<file path="src/rtl/hazard_flush_ctrl.sv">
`default_nettype none
// ============================================================================
// Module   : hazard_flush_ctrl
// Purpose  : Pipeline hazard and flush controller. Resolves, in fixed
//            priority order, EX-stage control-flow redirects, load-use
//            hazards and multi-cycle instruction-memory waits. Drives the
//            program-counter control inputs and the IF/ID and ID/EX
//            pipeline-register controls. A redirect resolved while a fetch
//            is still outstanding is latched and replayed once the fetch
//            completes. Also keeps saturating stall and flush counters.
//
// Ports    :
//   clk, rst             clock; asynchronous active-high reset
//   id_rs, id_rt         source registers of the instruction in ID
//   id_uses_rs/rt        the ID instruction actually reads rs / rt
//   ex_rd                destination register of the instruction in EX
//   ex_mem_read          the EX instruction is a load
//   ex_jump/branch/      EX control-flow resolution
//   ex_alu_zero
//   ex_j/br_address      EX redirect targets
//   imem_ready           the current fetch completes this cycle
//   PC_write, IF_flush,  program-counter controls
//   pc_jump, pc_branch,
//   alu_zero, j_address,
//   br_address
//   IFID_write,          pipeline-register controls
//   IFID_flush,
//   IDEX_bubble
//   stall_count,         16-bit saturating performance counters
//   flush_count
//
// Revision : 1.0 - initial release
// ============================================================================
module hazard_flush_ctrl #(
   parameter int a_size = 32,
   parameter int r_size = 5
) (
   input  logic              clk,
   input  logic              rst,
   // ID-stage operands
   input  logic [r_size-1:0] id_rs,
   input  logic [r_size-1:0] id_rt,
   input  logic              id_uses_rs,
   input  logic              id_uses_rt,
   // EX-stage producer / control flow
   input  logic [r_size-1:0] ex_rd,
   input  logic              ex_mem_read,
   input  logic              ex_jump,
   input  logic              ex_branch,
   input  logic              ex_alu_zero,
   input  logic [a_size-1:0] ex_j_address,
   input  logic [a_size-1:0] ex_br_address,
   // Instruction memory handshake
   input  logic              imem_ready,
   // Program-counter controls
   output logic              PC_write,
   output logic              IF_flush,
   output logic              pc_jump,
   output logic              pc_branch,
   output logic              alu_zero,
   output logic [a_size-1:0] j_address,
   output logic [a_size-1:0] br_address,
   // Pipeline-register controls
   output logic              IFID_write,
   output logic              IFID_flush,
   output logic              IDEX_bubble,
   // Performance counters
   output logic [15:0]       stall_count,
   output logic [15:0]       flush_count
);

   // ------------------------------------------------------------------------
   // State encoding
   // ------------------------------------------------------------------------
   typedef enum logic [0:0] {
      ST_RUN  = 1'b0,
      ST_PEND = 1'b1
   } state_t;

   localparam logic [15:0] c_CNT_MAX = 16'hFFFF;

   state_t            state_q, state_d;

   // Redirect captured while a fetch was outstanding
   logic              pend_jump_q,   pend_jump_d;
   logic              pend_branch_q, pend_branch_d;
   logic              pend_zero_q,   pend_zero_d;
   logic [a_size-1:0] pend_j_addr_q, pend_j_addr_d;
   logic [a_size-1:0] pend_br_addr_q, pend_br_addr_d;

   logic [15:0]       stall_q, flush_q;

   logic              w_redirect;
   logic              w_rs_hit;
   logic              w_rt_hit;
   logic              w_load_use;

   // ------------------------------------------------------------------------
   // Hazard detection
   // ------------------------------------------------------------------------
   // A not-taken branch is not a redirect.
   assign w_redirect = ex_jump | (ex_branch & ex_alu_zero);

   // Register 0 is hard-wired, so a load targeting it never creates a hazard.
   assign w_rs_hit   = id_uses_rs & (id_rs == ex_rd);
   assign w_rt_hit   = id_uses_rt & (id_rt == ex_rd);
   assign w_load_use = ex_mem_read & (ex_rd != '0) & (w_rs_hit | w_rt_hit);

   // ------------------------------------------------------------------------
   // State and pending-redirect registers
   // ------------------------------------------------------------------------
   always_ff @(posedge clk or posedge rst) begin
      if (rst) begin
         state_q        <= ST_RUN;
         pend_jump_q    <= 1'b0;
         pend_branch_q  <= 1'b0;
         pend_zero_q    <= 1'b0;
         pend_j_addr_q  <= '0;
         pend_br_addr_q <= '0;
      end else begin
         state_q        <= state_d;
         pend_jump_q    <= pend_jump_d;
         pend_branch_q  <= pend_branch_d;
         pend_zero_q    <= pend_zero_d;
         pend_j_addr_q  <= pend_j_addr_d;
         pend_br_addr_q <= pend_br_addr_d;
      end
   end

   // ------------------------------------------------------------------------
   // Next-state and output logic
   // ------------------------------------------------------------------------
   // All controls are combinational so the PC can act on a redirect at the
   // same edge it is resolved. While rst is high every output is forced low.
   always_comb begin
      state_d        = state_q;
      pend_jump_d    = pend_jump_q;
      pend_branch_d  = pend_branch_q;
      pend_zero_d    = pend_zero_q;
      pend_j_addr_d  = pend_j_addr_q;
      pend_br_addr_d = pend_br_addr_q;

      PC_write       = 1'b0;
      IF_flush       = 1'b0;
      pc_jump        = 1'b0;
      pc_branch      = 1'b0;
      alu_zero       = 1'b0;
      j_address      = '0;
      br_address     = '0;
      IFID_write     = 1'b0;
      IFID_flush     = 1'b0;
      IDEX_bubble    = 1'b0;

      if (!rst) begin
         case (state_q)
            ST_RUN: begin
               j_address  = ex_j_address;
               br_address = ex_br_address;
               if (w_redirect && imem_ready) begin
                  // Redirect taken immediately; wrong-path fetch and the
                  // instruction in ID are discarded.
                  IF_flush    = 1'b1;
                  pc_jump     = ex_jump;
                  pc_branch   = ex_branch;
                  alu_zero    = ex_alu_zero;
                  IFID_flush  = 1'b1;
                  IDEX_bubble = 1'b1;
               end else if (w_redirect) begin
                  // The PC cannot move until the outstanding fetch returns,
                  // so hold the redirect and replay it later.
                  pend_jump_d    = ex_jump;
                  pend_branch_d  = ex_branch;
                  pend_zero_d    = ex_alu_zero;
                  pend_j_addr_d  = ex_j_address;
                  pend_br_addr_d = ex_br_address;
                  IFID_flush     = 1'b1;
                  IDEX_bubble    = 1'b1;
                  state_d        = ST_PEND;
               end else if (w_load_use || !imem_ready) begin
                  // Load-use and fetch wait share identical controls.
                  IDEX_bubble = 1'b1;
               end else begin
                  PC_write   = 1'b1;
                  IFID_write = 1'b1;
               end
            end

            ST_PEND: begin
               // EX holds only bubbles here, so ex_* are ignored.
               j_address   = pend_j_addr_q;
               br_address  = pend_br_addr_q;
               IDEX_bubble = 1'b1;
               if (imem_ready) begin
                  IF_flush   = 1'b1;
                  pc_jump    = pend_jump_q;
                  pc_branch  = pend_branch_q;
                  alu_zero   = pend_zero_q;
                  IFID_flush = 1'b1;
                  state_d    = ST_RUN;
               end
            end

            default: begin
               state_d = ST_RUN;
            end
         endcase
      end
   end

   // ------------------------------------------------------------------------
   // Saturating performance counters
   // ------------------------------------------------------------------------
   always_ff @(posedge clk or posedge rst) begin
      if (rst) begin
         stall_q <= '0;
      end else if (!PC_write && !IF_flush && (stall_q != c_CNT_MAX)) begin
         stall_q <= stall_q + 16'd1;
      end
   end

   always_ff @(posedge clk or posedge rst) begin
      if (rst) begin
         flush_q <= '0;
      end else if (IF_flush && (flush_q != c_CNT_MAX)) begin
         flush_q <= flush_q + 16'd1;
      end
   end

   assign stall_count = stall_q;
   assign flush_count = flush_q;

endmodule
`default_nettype wire

</file>
<file path="config.mk">
export PLATFORM = sky130hd
export DESIGN_NAME = hazard_flush_ctrl
export DESIGN_NICKNAME = d
export VERILOG_FILES = /design/src/rtl/hazard_flush_ctrl.sv
export SDC_FILE = /design/constraint.sdc
export NUM_CORES = 1
export LEC_CHECK = 0
export BUFFER_PORTS_ARGS = -buffer_cell sky130_fd_sc_hd__buf_4
export CORE_ASPECT_RATIO = 1.5
export CORE_MARGIN = 8
export CORE_UTILIZATION = 45
export DETAILED_ROUTE_END_ITERATION = 7
export PLACE_DENSITY = 0.77
export RECOVER_POWER = 100
export SYNTH_ARGS = -nofsm -noshare
export SYNTH_HDL_FRONTEND = slang
export SYNTH_SLANG_ARGS = --single-unit
export TNS_END_PERCENT = 30
</file>
<file path="constraint.sdc">
create_clock -name clk -period 3.05 [get_ports clk]
set_input_delay 0.1525 -clock clk [delete_from_list [all_inputs] [get_ports clk]]
set_output_delay 0.1525 -clock clk [all_outputs]
set_load 0.01 [all_outputs]
</file>
After elaboration in Yosys (flattened, before gate mapping)
Cells that the tools add are included. Widths: inputs -> output; s select.

Output and inout bits: 104. Logic and storage cells: 71. Input bits: 88. Flip-flop bits (word level): 100.

Add/sub/neg operators: 2. Multiplexer cells: 37. Reductions and logical operators: 10. Eq/ne operators: 4. Bitwise gates (word level): 10.

Operator list (number): $pmux 32 s2 (2); $mux 32 (2); $add 16x1->16 const B (2); $ne 16x16->1 const B (2); $mux 1 (26); $pmux 1 s2 (7); $eq 5x5->1 (2); $and 1x1->1 (5); $reduce_bool 5->1 (1); $logic_and 1x1->1 (4); $reduce_and 4->1 (1); $logic_not 1->1 (3); $not 1->1 (3); $or 1x1->1 (2); $logic_or 1x1->1 (1).

Longest topological paths before layout
Gate-level depths: netlist of run 1.

Depth in word-level cells: 13. Gate-level depth with buffers: 8. Mapped depth without buffers: 7.

Worst setup path after synthesis of run 1
Ideal clock, no wire load.

Kind: register -> register. Start point: register stall_q[0], in the netlist stall_count[0]. End point: register stall_q[1], in the netlist stall_count[1]. Cell stages (with the launch flop): 8. Period minus slack after synthesis: 2.189 ns. Data required time: 2.922 ns. Data arrival time: 2.061 ns. Slack: 0.861 ns. Path through: dfrtp_1 -> ha_1 -> nand4_1 -> or4_4 -> and3_1 -> a22oi_4 -> buf_6 -> mux2_1.

Longest elaborated chain between the ends: 2.

Ends and longest elaborated chain: start: declaration (RTL line 91) `logic [15:0] stall_q, flush_q;`; start signal: assignment (RTL line 217) `stall_q <= stall_q + 16'd1;`; branches (longest 2 deep; another with $add 16x1->16).

Several ways; the timed one is not identified. A chain may end at the register's enable or synchronous reset.

Final worst setup path of run 1
Start point: register state_q. End point: output j_address[2].

Longest elaborated chain between the ends: 3.

Ends and longest elaborated chain: start: declaration (RTL line 82) `state_t state_q, state_d;`; start signal: assignment (RTL line 121) `state_q <= state_d;`; $not 1->1 (no line); $pmux 32 s2 (*) (RTL line 155) `case (state_q)`; $mux 32 (*) (RTL line 154) `if (!rst) begin`; end: declaration (RTL line 61) `output logic [a_size-1:0] j_address,`.

Mark *: on every way between the ends. The rest lies on a longest branch, timed or not.

==> results.md, run 1 <==
* Initial Util at between 40% and 50%
* RSZ-0062 raised after global routing: no
* Synth cell count leaders: dfrtp_1 (100), nor2_1 (79), mux2_2 (65), mux2i_1 (65), xnor2_1 (25)
* Hold WC Path Type: in2reg
* Post-synth top area share at 48.6%
* Vias in the first global route at 4370
* Antenna Cells at 0
* Relative slew slack at around 7.1%
* Share of cells above drive strength 1 at 26.9%
* XOR/XNOR Fraction of Synth Area at 6.80%
* Synth-to-layout area growth at 27.9%
* Final-stage net count at 733
* Port buffer count at 191
* Post-synthesis register bit count at 100
* PwrDens at 634 nW/um^2
* Mapped Nets at 550
* Count leader, synth: dfrtp_1
* Register area share after synthesis at 48.6%
* Post-synth EDFFs at 0
* Worst EP required at 2.90 ns
* Setup-failing EPs final at 0
* Mean post-synth cell area at 11.2 sq um
* Clock buffer count from CTS at 9
* Antenna-violating nets left at 0
* Die height at 147 um
* Final WS setup at 0.664 ns
* Routability congestion estimate at 0.743
* Final hold vios at 0
* Worst slew pin tran at approximately 1.4 ns
* # rows at 48
* Worst Setup Start Kind: flop
* Top_reg_cell synth: dfrtp_1
* DRT iter0 DRCs at 96
* Post-synthesis compound-gate area fraction at ~2.3%
* Worst EP arrival at ~2.2 ns
* DR WL/cell at 17.3 um
* First-pass GRT wire length at 21800 um
* Slew Limit Fails at 0
* H-tree depth at 3
* Fin Setup TNS at 0 ns
* Max VDD drop at between 0.4 and 0.5 mV
* Cts hold-fix bufs at 0
* Clk buf depth at 2
* Num ports at about 190
* Synth area leaders: dfrtp_1 (49%), mux2_2 (14%), mux2i_1 (13%)
* LEAKAGE at 3.04 nW
* Min Tclk post-route at 2.39 ns
* Crit end category: output port
* Post-place setup slack at 0.757 ns
* CTS Root Cell: clkbuf_16
* Die width at 103 um
* DIE AREA at 15200 sq um
* Simple-gate share of the synthesized area at 12.1%
* Status: finished clean
* Skew-Pair Late Insertion Delay at 0.34 ns
* Multiplexer share of the synthesized area at 27.1%
* Post-Route WL at 13800 um
* Max Cap Viol at 0
* Critical Path Fanout Max at 70
* Synth Cell Area at 5150 sq um
* Largest net degree at the start of global routing at 71
* Yosys warns at 0
* FMAX at 419 MHz
* DR DRC count at 0
* Crit path kind: reg2out
* Post-CTS sizing at 0
* Period utilization at 78.2%
* Setup bufs post-CTS at 0
* TritonCTS clock tree: done
* Final HPWL DP at 10400 um
* GR Util All Layers at a little under a fifth
* Clk_skew at 0.00627 ns
* Combinational family with the most area after synthesis: multiplexers
* Via/cell ratio at roughly 5.2
* Final Util at 58.0%
* Yosys cell types at 36
* Post-synth ARST share at 100%
* Cell taking the most area after synthesis: dfrtp_1
* Core area at 11400 sq um
* Clock sinks at 100
* Post-Synth Adder-Cell Area at 0.486%
* Post-Synthesis Cells at 460
* Overflow after GRT at 0
* Initial antenna violation count at 0
* Via Count at 4135
* Drt first pass iters at 4
* Clk slew on worst S/H paths at roughly 0.070 ns
-- power by group --
group	internal [W]	total (W)	switching, W
sequential	0.00167	0.00193	0.000254
combinational	0.000590	0.00120	0.000606
clock	0.000578	0.00105	0.000476
-- per-stage QoR --
stage | cell area [sq um] | cells | power (W) | hold slack (ns)
floorplan | 5150 | 460 | 0.00270 | 0.279
global placement | 6730 | 782 | 0.00326 | 0.396
detailed placement | 6730 | 782 | 0.00334 | 0.400
CTS | 7000 | 798 | 0.00441 | 0.0386
global route | 6590 | 798 | 0.00445 | 0.0386
finish | 6590 | 798 | 0.00418 | 0.0522
-- cell families (layout without fill, tap and decap cells) --
logic type | count (synthesis) | count (layout)
AND/OR/NAND/NOR | 140 | 140
multiplexers | 131 | 131
flip-flops | 100 | 100
XOR/XNOR | 40 | 40
buffers and inverters | 32 | 220
AO/OA/AOI/OAI | 15 | 15
adder cells (fa/ha/maj) | 2 | 2
-- final timing paths --
check                                            start                        endpoint  slack, ns  cells after the start
max                                state_q$_DFFE_PP0N_                    j_address[2]       0.66                      4
min                                   ex_br_address[9]   pend_br_addr_q[9]$_DFFE_PP0P_       0.05                      2
max reg2reg                 stall_count[0]$_DFFE_PP0P_      stall_count[1]$_DFFE_PP0P_       0.72                      6
min reg2reg                stall_count[10]$_DFFE_PP0P_     stall_count[10]$_DFFE_PP0P_       0.50                      1
max in group asynchronous                          rst  pend_br_addr_q[15]$_DFFE_PP0P_       1.04                      4
min in group asynchronous                          rst     flush_count[12]$_DFFE_PP0P_       1.17                      4
-- state kept, by name (all words and copies together), names as in the netlist --
| name | flops |
|---|---|
| pend_j_addr_q | 32 |
| pend_zero_q | 1 |
| pend_branch_q | 1 |
| state_q | 1 |
| pend_br_addr_q | 32 |
| stall_count | 16 |
| pend_jump_q | 1 |
| flush_count | 16 |
-- final cells by class --
cell class | count | area (sq um)
multi-input cells | 328 | 2500
repair buffers | 197 | 1090
inverters | 7 | 27.5
clock buffers | 13 | 250
flip-flops and latches | 100 | 2510
well taps | 150 | 188
fillers | 1085 | 4760
clock inverters | 3 | 21.3
-- cells in the final DEF, fill, tap and decap left out, drive strengths merged --
cell type | netlist | layout
o22a | 2 | 2
a21oi | 3 | 3
nand4 | 9 | 9
xor2 | 15 | 15
and2 | 1 | 1
buf | 10 | 90
clkinv | 0 | 1
clkinvlp | 0 | 2
xnor2 | 25 | 25
clkbuf | 15 | 120
o22ai | 1 | 1
a211oi | 1 | 1
nand2 | 15 | 15
nor2b | 2 | 2
o31ai | 1 | 1
o21a | 2 | 2
or2 | 1 | 1
or4 | 2 | 2
nor2 | 79 | 79
nor3 | 11 | 11
mux2i | 65 | 65
a22oi | 1 | 1
ha | 2 | 2
nor4 | 5 | 5
a31oi | 1 | 1
dfrtp | 100 | 100
and4 | 2 | 2
and3 | 1 | 1
nand3 | 11 | 11
nand2b | 1 | 1
inv | 7 | 7
mux2 | 66 | 66
o21ai | 3 | 3
-- worst max-delay path, stage by stage (launching register included) --
cell and delay (ns):
dfrtp_4 0.42, buf_4 0.88, mux2i_1 0.31, nor2_1 0.07
clkbuf_1 0.18
-- metal layers --
metal  up-vias  global-route usage [%]  part of all wire (%)
li1       1948                       -                     -
met1      2023                    21.1                    39
met2       140                    30.6                    51
met3        24                    5.35                   7.9
met4         0                    6.91                   2.5
met5         -                       0                     0
No activity file was read; power rests on OpenSTA's default activity.
==> inputs of run 2 (changes only) <==
==> constraint.sdc (replaced) <==
create_clock -name clk -period 1.9 [get_ports clk]
set_input_delay 0.095 -clock clk [delete_from_list [all_inputs] [get_ports clk]]
set_output_delay 0.095 -clock clk [all_outputs]
set_load 0.01 [all_outputs]
==> results.md, run 2 (synthesis results as in run 1) <==
* Status: complete, but fails checks
* Failing checks: negative setup slack
* Via Count at 4449 (+7.6%)
* Routability congestion estimate at 0.838 (+13%)
* WHS at 0.00866 ns (-0.0435 ns)
* Clock sinks at 100 (unchanged)
* DR WL/cell at 17.0 um (-1.8%)
* Critical Path Fanout Max at 9 (-87%)
* Final non-filler cell total at 883 (+11%)
* Worst EP arrival at 2.23 ns (about the same)
* Commonest non-fill, non-tap cell in the layout: buf_4
* Num ports at 192 (unchanged)
* Period utilization at 105%
* Worst reg2reg path depth at 7 (+1)
* Clock buffer count from CTS at 9 (unchanged)
* DR DRC count at 0 (unchanged)
* Skew-Pair Late Insertion Delay at 0.34 ns (about the same)
* Clk_skew at 0.00489 ns (-0.00138 ns)
* DIE AREA at 15200 sq um (unchanged)
* Crit end category: flop
* Post-Route WL at 15000 um (+8.7%)
* DRT iter0 DRCs at 95 (-1.0%)
* Max Cap Viol at 0 (unchanged)
* Final-stage net count at 818 (+12%)
* Synth-to-layout area growth at 52.4%
* Core area at 11400 sq um (unchanged)
* Clock share of power at 26.6% (+1.4 points)
* Port buffer count at 191 (unchanged)
* Top Registers: pend_br_addr_q: 32 flops, pend_j_addr_q: 32 flops
* Routed wl met3 at 863 um (-21%)
* # rows at 48 (unchanged)
* Via/cell ratio at 5.04 (-2.8%)
* RSZ-0062 raised after global routing: yes
* NetSw at 0.00227 W (+70%)
* First-pass GRT wire length at 24400 um (+12%)
* Routed met2 length at 8040 um (+15%)
* PwrDens at 969 nW/um^2 (+53%)
* Met1 Wirelength at 5660 um (+5.8%)
* H-tree depth at 3 (unchanged)
* Clk buf depth at 2 (unchanged)
* Placed insts at 815 (+4.2%)
* TritonCTS clock tree: done
* Worst Setup Start Kind: flop
* Worst slew pin tran at 0.928 ns (-0.466 ns)
* Relative slew slack at 38.1% (+31 points)
* Vias in the first global route at 4981 (+14%)
* Share of cells above drive strength 1 at 41.3% (+14 points)
* Largest net degree at the start of global routing at 66 (-7.0%)
* Clk slew on worst S/H paths at 0.07 ns (about the same)
* Die width at 103 um (unchanged)
* Die height at 147 um (unchanged)
* Initial antenna violation count at 0 (unchanged)
* Final Util at 69.1% (+11 points)
* LEAKAGE at 3.80 nW (+25%)
* WHS Path Cells at 2 (unchanged)
* Most used cells in the layout excluding fill and tap cells: buf_4 (194), dfrtp_1 (98), nor2_1 (78), mux2_2 (65), mux2i_1 (65)
* Min Tclk post-route at approximately 2 ns
* Antenna-violating nets left at 0 (unchanged)
* GR Util All Layers at 20.2% (+2.0 points)
* Slew Limit Fails at 0 (unchanged)
* Initial Util at 45.4% (unchanged)
* Drt first pass iters at 6 (+2)
* FMAX at between 400 and 500 MHz
* Antenna Cells at 0 (unchanged)
* Crit path kind: reg2reg
* Sequential share of power at 39.5% (-6.6 points)
* Setup-failing EPs final at 15 (+15)
* Worst EP required at 2.12 ns (-0.78 ns)
* Final hold vios at 0 (unchanged)
* Share of total power in combinational logic at 33.9% (+5.3 points)
* Hold WC Path Type: in2reg
* Max Used Layer: met4
* Internal power at 0.00533 W (+87%)
* Sw frac at 29.9% (-2.1 points)
* Overflow after GRT at 0 (unchanged)
* Final HPWL DP at 10900 um (+4.9%)
* Final WS setup at -0.101 ns (-0.765 ns)
* CTS Root Cell: clkbuf_16
* Max VDD drop at 0.917 mV (+100%)
-- run 2: changes by cell type in the layout (fill, tap and decap cells not counted), moves of 3 or more --
cell	before	now
nor3_4	0	4
clkbuf_4	0	3
clkbuf_1	108	30
buf_4	89	194
dlygate4sd3_1	0	49
nor3_1	11	6
buf_12	1	4
-- run 2: power groups by stage --
stage	clock (W)	combinational, W	sequential (W)
after floorplan	0	0.00124	0.00310
after global placement	0	0.00244	0.00299
after detailed placement	0	0.00253	0.00304
after CTS	0.00206	0.00266	0.00300
after global routing	0.00214	0.00282	0.00307
final	0.00202	0.00257	0.00300
-- run 2: area by class of cell --
cell class                      instances  area [sq um]
Inverter                                7          27.5
Sequential cell                       100          2510
Clock inverter                          4          70.1
Timing Repair Buffer                  282          2180
Clock buffer                           12           267
Multi-Input combinational cell        328          2610
Tap cell                              150           188
Fill cell                             830          3510
-- run 2: final timing paths --
path,from,slack (ns),endpoint
min in group asynchronous,rst,0.78,pend_jump_q$_DFFE_PP0P_
max,stall_count[1]$_DFFE_PP0P_,-0.10,stall_count[1]$_DFFE_PP0P_
max reg2reg,stall_count[1]$_DFFE_PP0P_,-0.10,stall_count[1]$_DFFE_PP0P_
max in group asynchronous,rst,0.50,state_q$_DFFE_PP0N_
min reg2reg,pend_j_addr_q[20]$_DFFE_PP0P_,0.51,pend_j_addr_q[20]$_DFFE_PP0P_
min,ex_j_address[3],0.009,pend_j_addr_q[3]$_DFFE_PP0P_
-- run 2: layer usage --
metal / vias up / GRT usage [%]
li1: 2130 / -
met1: 2149 / 22.2
met2: 137 / 36.1
met3: 33 / 3.84
met4: 0 / 8.87
met5: - / 0
-- run 2: what timing repair did --
item	in CTS	in global routing
resized for setup	3	16
pin swaps	1	9
hold buffers	49	0
setup buffers	2	1
endpoints found under the setup margin	68	50
hold endpoints to repair	49	0
-- run 2: metrics by stage --
stage / instance area (sq um) / total power [W] / setup WS [ns] / setup TNS (ns)
finish: 7850 / 0.00760 / -0.101 / -0.820
global route: 7850 / 0.00803 / -0.169 / -2.18
CTS: 7880 / 0.00772 / -0.103 / -0.737
detailed placement: 7030 / 0.00557 / -0.129 / -0.779
global placement: 7030 / 0.00543 / -0.0743 / -0.0910
floorplan: 5160 / 0.00434 / -0.232 / -1.11
-- run 2: worst max-delay path, stage by stage, from the launching register on --
cell     delay [ns]
dfrtp_1        0.36
ha_2           0.19
nand4_1        0.09
or4_4          0.45
and3_4         0.18
a22oi_4        0.18
buf_12         0.16
mux2_4         0.29
==> inputs of run 3 (changes only) <==
--- a/config.mk
+++ b/config.mk
@@ -6,11 +6,11 @@
 export NUM_CORES = 1
 export LEC_CHECK = 0
 export BUFFER_PORTS_ARGS = -buffer_cell sky130_fd_sc_hd__buf_4
-export CORE_ASPECT_RATIO = 1.5
+export CORE_ASPECT_RATIO = 0.8
 export CORE_MARGIN = 8
-export CORE_UTILIZATION = 45
+export CORE_UTILIZATION = 54
 export DETAILED_ROUTE_END_ITERATION = 7
-export PLACE_DENSITY = 0.77
+export PLACE_DENSITY = 0.87
 export RECOVER_POWER = 100
 export SYNTH_ARGS = -nofsm -noshare
 export SYNTH_HDL_FRONTEND = slang
==> constraint.sdc (replaced) <==
create_clock -name clk -period 2.6 [get_ports clk]
set_input_delay 0.13 -clock clk [delete_from_list [all_inputs] [get_ports clk]]
set_output_delay 0.13 -clock clk [all_outputs]
set_load 0.01 [all_outputs]
==> results.md, run 3 (synthesis results as in run 1) <==
* Status: finished clean
* Via Count at 4071 (-8.5%)
* Worst EP required at 2.82 ns (+0.70 ns)
* Setup bufs post-CTS at 0 (-2)
* GR Util All Layers at 20.6% (+0.42 points)
* Max VDD drop at 0.450 mV (-51%)
* PwrDens at 760 nW/um^2 (-22%)
* Antenna Cells at 0 (unchanged)
* Clk buf depth at 2 (unchanged)
* Final-stage net count at 736 (-10%)
* DIE AREA at 12900 sq um (-15%)
* Worst Setup Start Kind: flop
* Initial Util at 54.5% (+9.1 points)
* NetSw at 0.00160 W (-30%)
* Share of cells above drive strength 1 at 27.0% (-14 points)
* Placed insts at 754 (-7.5%)
* Clock buffer count from CTS at 9 (unchanged)
* Share of total power in combinational logic at 28.1% (-5.8 points)
* Clk_skew at 0.00561 ns (+0.000728 ns)
* Hold WC Path Type: in2reg
* Critical Path Fanout Max at 16 (+7)
* Post-CTS sizing at 0 (-3)
* Die height at 103 um (-30%)
* Largest net degree at the start of global routing at 61 (-7.6%)
* Synth-to-layout area growth at 27.8%
* Sequential share of power at 45.5% (+6.0 points)
* TritonCTS clock tree: done
* Post-place instance area at 6720 sq um (-4.4%)
* Commonest non-fill, non-tap cell in the layout: clkbuf_1
* Overflow after GRT at 0 (unchanged)
* # rows at 32 (-33%)
* DR DRC count at 0 (unchanged)
* Worst slew pin tran at 1.18 ns (+0.256 ns)
* Most used cells in the layout excluding fill and tap cells: clkbuf_1 (106), dfrtp_1 (100), buf_4 (91), nor2_1 (79), mux2i_1 (65)
* CTS Root Cell: clkbuf_16
* Final HPWL DP at 10400 um (-4.4%)
* DRT iter0 DRCs at 221 (+130%)
* Relative slew slack at 21.0% (-17 points)
* Routability congestion estimate at 0.841 (+0.32%)
* Final non-filler cell total at 770 (-13%)
* LEAKAGE at 3.06 nW (-19%)
* Final hold vios at 0 (unchanged)
* Clock share of power at 26.5% (about the same)
* Post-Route WL at 13600 um (-8.9%)
* Clk slew on worst S/H paths at 0.07 ns (about the same)
* Period utilization at 91.5% (-14 points)
* Num ports at 192 (unchanged)
* FMAX at 420 MHz (-16%)
* Final Cell Area at 6580 sq um (-16%)
* Cts hold-fix bufs at 0 (-100%)
* Top Registers: pend_br_addr_q: 32 flops, pend_j_addr_q: 32 flops
* Initial antenna violation count at 0 (unchanged)
* First-pass GRT wire length at 21500 um (-12%)
* Skew-Pair Late Insertion Delay at 0.33 ns (about the same)
* Worst EP arrival at 2.60 ns (+0.37 ns)
* Clock sinks at 100 (unchanged)
* Setup-failing EPs final at 0 (-15)
* Antenna-violating nets left at 0 (unchanged)
* Max Cap Viol at 0 (unchanged)
* Core area at 9450 sq um (-17%)
* RSZ-0062 raised after global routing: no
* Die width at 125 um (+21%)
* H-tree depth at 3 (unchanged)
* Crit path kind: reg2reg
* Port buffer count at 191 (unchanged)
* Min Tclk post-route at 2.38 ns (+0.378 ns)
* Via/cell ratio at 5.29 (+4.9%)
* DR WL/cell at 17.7 um (+4.5%)
* Internal power at 0.00340 W (-36%)
* Slew Limit Fails at 0 (unchanged)
* Fin Setup TNS at 0 ns (+0.820 ns)
* Drt first pass iters at 4 (-2)
* Sw frac at 31.9% (+2.0 points)
* Vias in the first global route at 4256 (-15%)
* Crit end category: flop
run 3: path summary, 6_finish.rpt:
| check | from | endpoint | slack [ns] | depth (start not counted) |
|---|---|---|---|---|
| max | stall_count[0]$_DFFE_PP0P_ | stall_count[1]$_DFFE_PP0P_ | 0.22 | 6 |
| min | ex_br_address[7] | pend_br_addr_q[7]$_DFFE_PP0P_ | 0.04 | 2 |
| max reg2reg | stall_count[0]$_DFFE_PP0P_ | stall_count[1]$_DFFE_PP0P_ | 0.22 | 6 |
| min reg2reg | flush_count[11]$_DFFE_PP0P_ | flush_count[11]$_DFFE_PP0P_ | 0.50 | 1 |
| max in group asynchronous | rst | flush_count[13]$_DFFE_PP0P_ | 0.47 | 4 |
| min in group asynchronous | rst | pend_br_addr_q[30]$_DFFE_PP0P_ | 1.21 | 3 |
run 3: worst max-delay path: stages, from the launching register on:
cell and delay, ns:
dfrtp_1 0.46, ha_1 0.24, nand4_1 0.10, or4_1 0.48, and3_1 0.23, a22oi_4 0.39
mux2_1 0.36
run 3: power groups by stage:
stage / logic [W] / registers, W / clock network (W)
after detailed placement: 0.00162 / 0.00230 / 0
final: 0.00140 / 0.00227 / 0.00132
after floorplan: 0.000901 / 0.00226 / 0
after global routing: 0.00154 / 0.00233 / 0.00141
after global placement: 0.00157 / 0.00225 / 0
after CTS: 0.00162 / 0.00228 / 0.00135
run 3: stage by stage:
stage / hold WS [ns] / worst slack (ns) / utilization, % / power (W)
2_1_floorplan: 0.256 / 0.411 / - / 0.00317
3_3_place_gp: 0.373 / 0.377 / 71.1 / 0.00382
3_5_place_dp: 0.376 / 0.299 / 71.1 / 0.00392
4_1_cts: 0.0271 / 0.286 / 74.2 / 0.00525
5_1_grt: 0.0249 / 0.0745 / 69.7 / 0.00528
6_report: 0.0384 / 0.221 / 69.7 / 0.00500
run 3: layout make-up:
| class | count | area (sq um) |
|---|---|---|
| fill | 765 | 2870 |
| sequential | 100 | 2500 |
| multi-input combinational | 328 | 2500 |
| timing repair buffer | 200 | 1110 |
| clock buffer | 11 | 233 |
| tap | 119 | 149 |
| clock inverter | 5 | 61.3 |
| inverter | 7 | 27.5 |
run 3: routing by layer:
metal / GRT usage, % / wire length, um / up-vias
li1: - / - / 1958
met4: 6.06 / 206 / 0
met2: 36.9 / 6970 / 111
met3: 5.28 / 688 / 15
met1: 24.4 / 5780 / 1987
met5: 0 / 0 / -
